[config.mk]
export PLATFORM = sky130hd
export DESIGN_NAME = ctrl_seq_flat
export DESIGN_NICKNAME = d
export VERILOG_FILES = /design/src/rtl/ctrl_seq_pkg.sv /design/src/rtl/ctrl_seq_if.sv /design/src/rtl/ctrl_decode.sv /design/src/rtl/ctrl_seq.sv /design/src/flat_wrapper.sv
export SDC_FILE = /design/constraint.sdc
export NUM_CORES = 1
export LEC_CHECK = 0
export BUFFER_PORTS_ARGS = -buffer_cell sky130_fd_sc_hd__buf_4
export CAP_MARGIN = 20
export CORE_MARGIN = 4
export CORE_UTILIZATION = 39
export DETAILED_ROUTE_END_ITERATION = 10
export GPL_TIMING_DRIVEN = 0
export PLACE_DENSITY = 0.68
export SLEW_MARGIN = 10
export SYNTH_ARGS = -nofsm -noshare
export SYNTH_HDL_FRONTEND = slang
export SYNTH_HIERARCHICAL = 1
export SYNTH_SLANG_ARGS = --single-unit
[constraint.sdc]
create_clock -name clk -period 3.72 [get_ports clk]
set_clock_uncertainty 0.1 [all_clocks]
set_input_delay 0 -clock clk [delete_from_list [all_inputs] [get_ports clk]]
set_output_delay 0 -clock clk [all_outputs]
set_load 0.02 [all_outputs]
[src/rtl/ctrl_seq_pkg.sv]
// Shared defines for the control sequencer: widths, opcodes,
// FSM states and the wb_sel / alu_op / pc_sel code points.
package ctrl_seq_pkg;

  localparam int WORD_LEN     = 16;
  localparam int REG_ADDR_LEN = 3;

  typedef enum logic [2:0] {
    OP_ADD  = 3'd0,
    OP_ADDI = 3'd1,
    OP_NAND = 3'd2,
    OP_LUI  = 3'd3,
    OP_SW   = 3'd4,
    OP_LW   = 3'd5,
    OP_BEQ  = 3'd6,
    OP_JALR = 3'd7
  } opcode_e;

  typedef enum logic [2:0] {
    S_FETCH  = 3'd0,
    S_DECODE = 3'd1,
    S_EXEC   = 3'd2,
    S_MEM    = 3'd3,
    S_WB     = 3'd4,
    S_HALT   = 3'd5
  } state_e;

  localparam logic [1:0] WB_ALU = 2'd0;
  localparam logic [1:0] WB_MEM = 2'd1;
  localparam logic [1:0] WB_PC1 = 2'd2;

  localparam logic [1:0] ALU_ADD  = 2'd0;
  localparam logic [1:0] ALU_NAND = 2'd1;
  localparam logic [1:0] ALU_PASS = 2'd2;
  localparam logic [1:0] ALU_EQ   = 2'd3;

  localparam logic [1:0] PC_INC = 2'd0;
  localparam logic [1:0] PC_REL = 2'd1;
  localparam logic [1:0] PC_REG = 2'd2;

endpackage

[src/rtl/ctrl_seq_if.sv]
// Instruction/data memory request-acknowledge handshake
// between the sequencer (master) and the memories (slave).
interface ctrl_seq_if;
  import ctrl_seq_pkg::*;

  logic imem_req;
  logic imem_ack;
  logic dmem_rd;
  logic dmem_wr;
  logic dmem_ack;

  modport master (
    output imem_req,
    output dmem_rd,
    output dmem_wr,
    input  imem_ack,
    input  dmem_ack
  );

  modport slave (
    input  imem_req,
    input  dmem_rd,
    input  dmem_wr,
    output imem_ack,
    output dmem_ack
  );

endinterface

[src/rtl/ctrl_decode.sv]
// Combinational opcode-to-control decoder: register addresses,
// ALU controls and opcode class flags for the sequencer FSM.
module ctrl_decode #(
  parameter int WORD_LEN     = ctrl_seq_pkg::WORD_LEN,
  parameter int REG_ADDR_LEN = ctrl_seq_pkg::REG_ADDR_LEN
) (
  input  logic [WORD_LEN-1:0]     instr,
  output logic [REG_ADDR_LEN-1:0] src1,
  output logic [REG_ADDR_LEN-1:0] src2,
  output logic [REG_ADDR_LEN-1:0] tgt,
  output logic [1:0]              alu_op,
  output logic                    alu_imm,
  output logic                    is_lw,
  output logic                    is_sw,
  output logic                    is_beq,
  output logic                    is_jalr,
  output logic                    bad_jalr
);
  import ctrl_seq_pkg::*;

  opcode_e    op;
  logic [6:0] imm7;
  logic       use_rc;

  assign op   = opcode_e'(instr[15:13]);
  assign imm7 = instr[6:0];

  assign tgt  = REG_ADDR_LEN'(instr[12:10]);
  assign src1 = REG_ADDR_LEN'(instr[9:7]);
  assign src2 = use_rc ? REG_ADDR_LEN'(instr[2:0])
                       : REG_ADDR_LEN'(instr[12:10]);

  // A JALR with a nonzero offset is the halt encoding.
  assign bad_jalr = is_jalr && (imm7 != 7'd0);

  always_comb begin
    alu_op  = ALU_ADD;
    alu_imm = 1'b0;
    use_rc  = 1'b0;
    is_lw   = 1'b0;
    is_sw   = 1'b0;
    is_beq  = 1'b0;
    is_jalr = 1'b0;
    unique case (1'b1)
      op == OP_ADD: use_rc = 1'b1;
      op == OP_ADDI: alu_imm = 1'b1;
      op == OP_NAND: begin
        alu_op = ALU_NAND;
        use_rc = 1'b1;
      end
      op == OP_LUI: alu_op = ALU_PASS;
      op == OP_SW: begin
        alu_imm = 1'b1;
        is_sw   = 1'b1;
      end
      op == OP_LW: begin
        alu_imm = 1'b1;
        is_lw   = 1'b1;
      end
      op == OP_BEQ: begin
        alu_op = ALU_EQ;
        is_beq = 1'b1;
      end
      op == OP_JALR: begin
        alu_op  = ALU_PASS;
        is_jalr = 1'b1;
      end
      default: ;
    endcase
  end

endmodule

[src/rtl/ctrl_seq.sv]
// Multi-cycle control sequencer: FETCH/DECODE/EXEC/MEM/WB FSM,
// retired-instruction counter and sticky halt flag.
module ctrl_seq #(
  parameter int WORD_LEN     = ctrl_seq_pkg::WORD_LEN,
  parameter int REG_ADDR_LEN = ctrl_seq_pkg::REG_ADDR_LEN
) (
  input  logic                    clk,
  input  logic                    rst,
  input  logic [WORD_LEN-1:0]     instr,
  input  logic                    eq,
  ctrl_seq_if.master              mem,
  output logic                    ir_en,
  output logic [REG_ADDR_LEN-1:0] src1,
  output logic [REG_ADDR_LEN-1:0] src2,
  output logic [REG_ADDR_LEN-1:0] tgt,
  output logic                    reg_wr_en,
  output logic [1:0]              wb_sel,
  output logic [1:0]              alu_op,
  output logic                    alu_imm,
  output logic                    pc_en,
  output logic [1:0]              pc_sel,
  output logic                    halted,
  output logic [WORD_LEN-1:0]     retired
);
  import ctrl_seq_pkg::*;

  state_e state, state_n;

  logic [REG_ADDR_LEN-1:0] d_src1, d_src2, d_tgt;
  logic [1:0] d_alu_op;
  logic d_alu_imm;
  logic is_lw, is_sw, is_beq, is_jalr, bad_jalr;

  logic req_c, ird_c, iwr_c, ir_c;
  logic rwe_c, pce_c;
  logic [1:0] wbs_c, pcs_c;

  logic [WORD_LEN-1:0] retired_q;
  logic halted_q;

  ctrl_decode #(
    .WORD_LEN     (WORD_LEN),
    .REG_ADDR_LEN (REG_ADDR_LEN)
  ) u_dec (
    .instr    (instr),
    .src1     (d_src1),
    .src2     (d_src2),
    .tgt      (d_tgt),
    .alu_op   (d_alu_op),
    .alu_imm  (d_alu_imm),
    .is_lw    (is_lw),
    .is_sw    (is_sw),
    .is_beq   (is_beq),
    .is_jalr  (is_jalr),
    .bad_jalr (bad_jalr)
  );

  always_ff @(posedge clk or posedge rst) begin
    if (rst) state <= S_FETCH;
    else     state <= state_n;
  end

  always_comb begin
    state_n = state;
    req_c   = 1'b0;
    ir_c    = 1'b0;
    ird_c   = 1'b0;
    iwr_c   = 1'b0;
    rwe_c   = 1'b0;
    pce_c   = 1'b0;
    wbs_c   = WB_ALU;
    pcs_c   = PC_INC;
    unique case (state)
      S_FETCH: begin
        req_c = 1'b1;
        if (mem.imem_ack) begin
          ir_c    = 1'b1;
          state_n = S_DECODE;
        end
      end
      S_DECODE: state_n = bad_jalr ? S_HALT : S_EXEC;
      S_EXEC: begin
        if (is_lw || is_sw) begin
          state_n = S_MEM;
        end else if (is_beq) begin
          pce_c   = 1'b1;
          pcs_c   = eq ? PC_REL : PC_INC;
          state_n = S_FETCH;
        end else begin
          state_n = S_WB;
        end
      end
      S_MEM: begin
        ird_c = is_lw;
        iwr_c = is_sw;
        if (mem.dmem_ack) begin
          if (is_lw) begin
            state_n = S_WB;
          end else begin
            pce_c   = 1'b1;
            state_n = S_FETCH;
          end
        end
      end
      S_WB: begin
        rwe_c   = 1'b1;
        pce_c   = 1'b1;
        pcs_c   = is_jalr ? PC_REG : PC_INC;
        wbs_c   = is_lw ? WB_MEM : (is_jalr ? WB_PC1 : WB_ALU);
        state_n = S_FETCH;
      end
      S_HALT: state_n = S_HALT;
      default: state_n = S_FETCH;
    endcase
  end

  // Everything is forced low while rst is held, including the
  // FETCH request that the reset state would otherwise raise.
  assign mem.imem_req = req_c & ~rst;
  assign mem.dmem_rd  = ird_c & ~rst;
  assign mem.dmem_wr  = iwr_c & ~rst;
  assign ir_en        = ir_c & ~rst;
  assign reg_wr_en    = rwe_c & ~rst;
  assign pc_en        = pce_c & ~rst;
  assign pc_sel       = rst ? PC_INC : pcs_c;
  assign wb_sel       = rst ? WB_ALU : wbs_c;
  assign alu_op       = rst ? ALU_ADD : d_alu_op;
  assign alu_imm      = d_alu_imm & ~rst;
  assign src1         = rst ? '0 : d_src1;
  assign src2         = rst ? '0 : d_src2;
  assign tgt          = rst ? '0 : d_tgt;

  always_ff @(posedge clk or posedge rst) begin
    if (rst)        retired_q <= '0;
    else if (pc_en) retired_q <= retired_q + WORD_LEN'(1);
  end

  always_ff @(posedge clk or posedge rst) begin
    if (rst)                    halted_q <= 1'b0;
    else if (state_n == S_HALT) halted_q <= 1'b1;
  end

  assign retired = retired_q;
  assign halted  = halted_q;

endmodule

[src/flat_wrapper.sv]
// flat-port wrapper written by rule: the top's interface ports become plain ports
module ctrl_seq_flat import ctrl_seq_pkg::*;
#(
  parameter int WORD_LEN     = ctrl_seq_pkg::WORD_LEN,
  parameter int REG_ADDR_LEN = ctrl_seq_pkg::REG_ADDR_LEN
)
  (clk, rst, instr, eq, ir_en, src1, src2, tgt, reg_wr_en, wb_sel, alu_op, alu_imm, pc_en, pc_sel, halted, retired, mem_imem_req, mem_dmem_rd, mem_dmem_wr, mem_imem_ack, mem_dmem_ack);
  ctrl_seq_if mem_i ();
  input  logic clk;
  input  logic rst;
  input  logic [WORD_LEN-1:0] instr;
  input  logic eq;
  output logic ir_en;
  output logic [REG_ADDR_LEN-1:0] src1;
  output logic [REG_ADDR_LEN-1:0] src2;
  output logic [REG_ADDR_LEN-1:0] tgt;
  output logic reg_wr_en;
  output logic [1:0] wb_sel;
  output logic [1:0] alu_op;
  output logic alu_imm;
  output logic pc_en;
  output logic [1:0] pc_sel;
  output logic halted;
  output logic [WORD_LEN-1:0] retired;
  output wire logic [$bits(mem_i.imem_req)-1:0] mem_imem_req;
  output wire logic [$bits(mem_i.dmem_rd)-1:0] mem_dmem_rd;
  output wire logic [$bits(mem_i.dmem_wr)-1:0] mem_dmem_wr;
  input wire logic [$bits(mem_i.imem_ack)-1:0] mem_imem_ack;
  input wire logic [$bits(mem_i.dmem_ack)-1:0] mem_dmem_ack;
  assign mem_imem_req = mem_i.imem_req;
  assign mem_dmem_rd = mem_i.dmem_rd;
  assign mem_dmem_wr = mem_i.dmem_wr;
  assign mem_i.imem_ack = mem_imem_ack;
  assign mem_i.dmem_ack = mem_dmem_ack;
  ctrl_seq #(.WORD_LEN(WORD_LEN), .REG_ADDR_LEN(REG_ADDR_LEN)) u_core (.clk(clk), .rst(rst), .instr(instr), .eq(eq), .mem(mem_i), .ir_en(ir_en), .src1(src1), .src2(src2), .tgt(tgt), .reg_wr_en(reg_wr_en), .wb_sel(wb_sel), .alu_op(alu_op), .alu_imm(alu_imm), .pc_en(pc_en), .pc_sel(pc_sel), .halted(halted), .retired(retired));
endmodule
### After elaboration in Yosys (flattened, before gate mapping)

Index checks and enable logic that the tools add are counted.

| cells by class | value |
|---|---|
| equality and inequality tests | 13 |
| bitwise operators | 8 |
| muxes and demuxes | 39 |
| $add $sub $neg | 1 |
| reduce and logical (&&, ||, !) cells | 8 |

Operator list:

| operator | number |
|---|---|
| $mux 3 | 10 |
| $eq 3x3->1 const B | 7 |
| $mux 1 | 17 |
| $add 16x1->16 const B | 1 |
| $mux 2 | 8 |
| $pmux 3 s5 | 1 |
| $eq 3x2->1 const B | 4 |
| $and 1x1->1 | 7 |
| $reduce_bool 7->1 | 1 |
| $eq 3x1->1 const B | 2 |
| $logic_not 3->1 | 2 |
| $pmux 2 s3 | 1 |
| $pmux 2 s2 | 1 |
| $reduce_or 2->1 | 2 |
| $pmux 1 s3 | 1 |
| $reduce_or 3->1 | 1 |
| $logic_and 1x1->1 | 1 |
| $logic_or 1x1->1 | 1 |
| $not 1->1 | 1 |

| word-level totals | value |
|---|---|
| output and inout bits | 39 |
| logic and storage cells | 72 |
| flip-flop bits (word level) | 20 |

### Depth between registers and ports, before layout

| logic depth | value |
|---|---|
| depth after elaboration | 6 |
| mapped depth | 7 |
| gate-level depth less buffers | 6 |

### By module

The synthesis kept the hierarchy.

Modules (own cells, without submodules):

| module | times used | area each (um2) | cells each |
|---|---|---|---|
| ctrl_seq | 1 | 1171.1 | 122 |
| ctrl_decode | 1 | 171.4 | 21 |

### Least setup slack after synthesis

No wires, ideal clock.

| path | value |
|---|---|
| path type | register to register |
| start | register u_core.state[2] |
| end | register u_core.retired_q[1], in the netlist u_core/retired[1] |
| arrival time | 1.497 ns |
| cell stages (with the launch flop) | 5 |
| buffers on the path | 0 |
| clock period less this slack | 1.722 ns |
| path slack | 1.998 ns |
| cells stage by stage | dfrtp_1 nor4b_4 o21ai_2 nand2_1 mux2_2 |

| on the way | value |
|---|---|
| cells in the longest elaborated chain, start to end | 3 |
| elaborated cells on any way between the ends | 5 |

RTL lines:

| what | RTL line | RTL |
|---|---|---|
| start, declared | ctrl_seq.sv:27 | `state_e state, state_n;` |
| start signal, assigned | ctrl_seq.sv:60 | `else state <= state_n;` |
| $eq 3x3->1 / $eq 3x2->1 (equally long branches) | ctrl_seq.sv:73 | `unique case (state)` |
| $pmux 1 s3 (*) | ctrl_seq.sv:73 |  |
| $and 1x1->1 (*) | ctrl_seq.sv:124 | `assign pc_en = pce_c & ~rst;` |
| net pc_en | flat_wrapper.sv:21 | `output logic pc_en;` |
| end signal, assigned | ctrl_seq.sv:135 | `else if (pc_en) retired_q <= retired_q + WORD_LEN'(1);` |
| end, declared | ctrl_seq.sv:38 | `logic [WORD_LEN-1:0] retired_q;` |

The timed path passes the listed nets; every way through them passes the cells marked *.
A chain may end at the register's enable or synchronous reset.

### Worst setup path in the final report

| path | value |
|---|---|
| start | input port instr[13] |
| end | output port pc_en |

| on the way | value |
|---|---|
| cells in the longest elaborated chain, start to end | 6 |
| elaborated cells on any way between the ends | 13 |

RTL lines:

| what | RTL line | RTL |
|---|---|---|
| start, declared | flat_wrapper.sv:11 | `input logic [WORD_LEN-1:0] instr;` |
| $eq 3x3->1 | ctrl_decode.sv:52 | `op == OP_SW: begin` |
| $mux 1 | ctrl_decode.sv:44 | `unique case (1'b1)` |
| net u_core.is_sw | ctrl_seq.sv:32 | `logic is_lw, is_sw, is_beq, is_jalr, bad_jalr;` |
| $logic_or 1x1->1 | ctrl_seq.sv:83 | `if (is_lw \|\| is_sw) begin` |
| $mux 1 | ctrl_seq.sv:83 |  |
| $pmux 1 s3 | ctrl_seq.sv:73 |  |
| $and 1x1->1 | ctrl_seq.sv:124 |  |
| end, declared | flat_wrapper.sv:21 |  |

The timed path passes the listed nets, and every way through them passes these cells.

==> impl_metrics.toml <==
[cts]
h-tree-depth = 1
post_cts_buffers = 0
cts.sinks = 20
clock-root-buffer = "clkbuf_4"
clockBufferDepth = 2
numCtsBuffers = 3
path_clk_slew_ps = 100
cts-hold-fix-buffers = 1
cts_resized = 0
clkLatencyLatePin_ps = 290
tritoncts = "yes"

[worst_hold_path]
min-delay-start = "mem_dmem_ack"
worstHoldEndpoint = "u_core/state[2]$_DFF_PP0_"
holdPathStages = 5
hold_class = "in -> reg"

[synth]
synth.most_common_cell = "dfrtp_1"
synth_cell_types = 37
synth-main-ff-cell = "dfrtp_1"
synth_seq_cells = 20
yosysWarnings = 6
synth_area_sq_um = 1340
synth_top_area_cell = "dfrtp_1"
syn_nets = 165
syn_area_per_cell_sq_um = 9.39
seq_area_frac_synth = 0.373
synthCells = 143
synth.top_cell.area_share = 0.373
synth_area_leaders = "dfrtp_1, xor2_1, nor2b_1"
synth_edf_count = 0
synth_common_cells = "dfrtp_1, xor2_1, nor2b_1"
async_flop_share = 1.00

[worst_setup_path]
regToRegSetupSlack_ps = 1950
cp.arrival_ps = 1950
worst_ep_required_time_ps = 3620
reg2reg_to = "u_core/retired[1]$_DFFE_PP0P_"
setup.worst_path.end_class = "output pin"
timing.rr.start = "u_core/state[2]$_DFF_PP0_"
worst-setup-path-type = "in -> out"
reg2reg_depth = 4
cp-start-kind = "primary input"
cp_max_fo = 10

[final_layout]
final_area_sq_um = 1880
drive_gt1_frac = 0.394
synthToLayoutAreaGrowth_pct = 39.7
layout.cells.non_filler = 249
antenna_cells = 0
final_nets = 226

[timing]
relSlewSlack = 0.500
finalSetupViolCount = 0
finalMaxSlewViolations = 0
rsz0062_at_grt = "false"
fmax_mhz = 487
finalCriticalPeriod_ps = 2050
finalCritPeriodShare = 0.552
timing.hold.ws_ps = 23.3
fin_tns_setup_ps = 0
worstMarginPinSlew_ps = 749
timing.final.hold_violations = 0

[placement]
post_dp_cell_area_sq_um = 1810
hpwl_mm = 2.64
gp_congestion = 0.815
io_buffers = 55
placed_cells = 244

[global_route]
grt_util_all_layers = 0.153
grt_pass1_wl_mm = 5.38
grt_pass1_vias = 1254
grt_overflow = 0
antenna_found_initial = 0
grt_max_degree = 21

[die]
fp-row-count = 21
initial_core_util = 0.402
die-area_sq_um = 4440
die_w_um = 66.7
pin_count = 60
die_y_um = 66.7
coreArea_sq_um = 3340

[run]
drv_cap = 0

[routing]
dr.pass1.iters = 4
drc = 0
via_per_inst = 4.93
routed_wl_mm = 3.36
num_vias = 1228
drtAntennaViolNets = 0
drtIter0Drc = 16
wl_per_cell_um = 13.5

[status]
status = "finished, final reports clean"

[power]
power.leakage_nw = 0.977
powerDensity_nw_per_um2 = 441
p_total_w = 0.000827
peakVddDrop_v = 0.000432
## how the worst max path moves through the flow
stage                                          endpoint  slack (ps)                       from
after floorplan           u_core/retired[1]$_DFFE_PP0P_        2000  u_core/state[2]$_DFF_PP0_
after global placement    u_core/retired[1]$_DFFE_PP0P_        2010  u_core/state[2]$_DFF_PP0_
after detailed placement  u_core/retired[1]$_DFFE_PP0P_        1970  u_core/state[2]$_DFF_PP0_
after CTS                                         pc_en        1670                  instr[13]
after global routing                              pc_en        1530                  instr[13]
final                                             pc_en        1670                  instr[13]
## metal layers
metal / track usage / routed length, um
met1: 0.178 / 1470
met4: 0.0355 / 13
met5: 0 / 0
met3: 0.0253 / 193
met2: 0.288 / 1680
## cell families (layout without fill, tap and decap cells)
kind of cell    count (synthesis)  count (layout)  synth area share
fa+ha+maj                       1               1           0.00932
compound gates                 22              22             0.109
simple gates                   66              66             0.300
flops                          20              20             0.373
mux                             5               5            0.0503
buf+inv                        14              74            0.0606
xor+xnor                       15              15            0.0979
## placed cells by master, fill, tap and decap left out, drive strengths merged, types with 2 or more instances in the layout
cell type / n
nor2: 8
nand2b: 4
nor4: 3
and3: 3
xor2: 15
and4: 3
mux2: 5
o21ai: 3
nand4: 3
a211oi: 5
a21boi: 3
inv: 2
nor3b: 2
nor3: 4
dfrtp: 20
nand2: 10
and2: 3
a21oi: 8
buf: 66
nand3: 5
nor2b: 14
clkbuf: 4
## area by class of cell
class                           count  area [sq um]
Fill cell                         310          1460
Multi-Input combinational cell    109           761
Sequential cell                    20           500
Timing Repair Buffer               56           423
Buffer                             12          73.8
Tap cell                           46          57.6
Clock inverter                      1          30.0
Clock buffer                        3          22.5
Inverter                            2          7.51
## report_power, final
group          internal [W]  switching [W]
clock              0.000109      0.0000646
combinational      0.000158       0.000188
sequential         0.000258      0.0000490
## critical path, stage by stage
cell and delay (ps):
dlygate4sd3_1 540, buf_4 160, nor3b_1 400, nor3b_2 110, o21ai_2 350, nand2_1 190
buf_4 200
## registers in the layout, summed over array words and instances, names as in the netlist
register	flops
u_core/retired	16
u_core/halted	1
u_core/state	3
## stage by stage
step	setup WS (ps)	utilization
floorplan	2000	-
global placement	2010	0.543
detailed placement	1970	0.543
CTS	1670	0.562
global route	1530	0.562
finish	1670	0.562
Note: power is estimated with default switching activity, not from simulation.
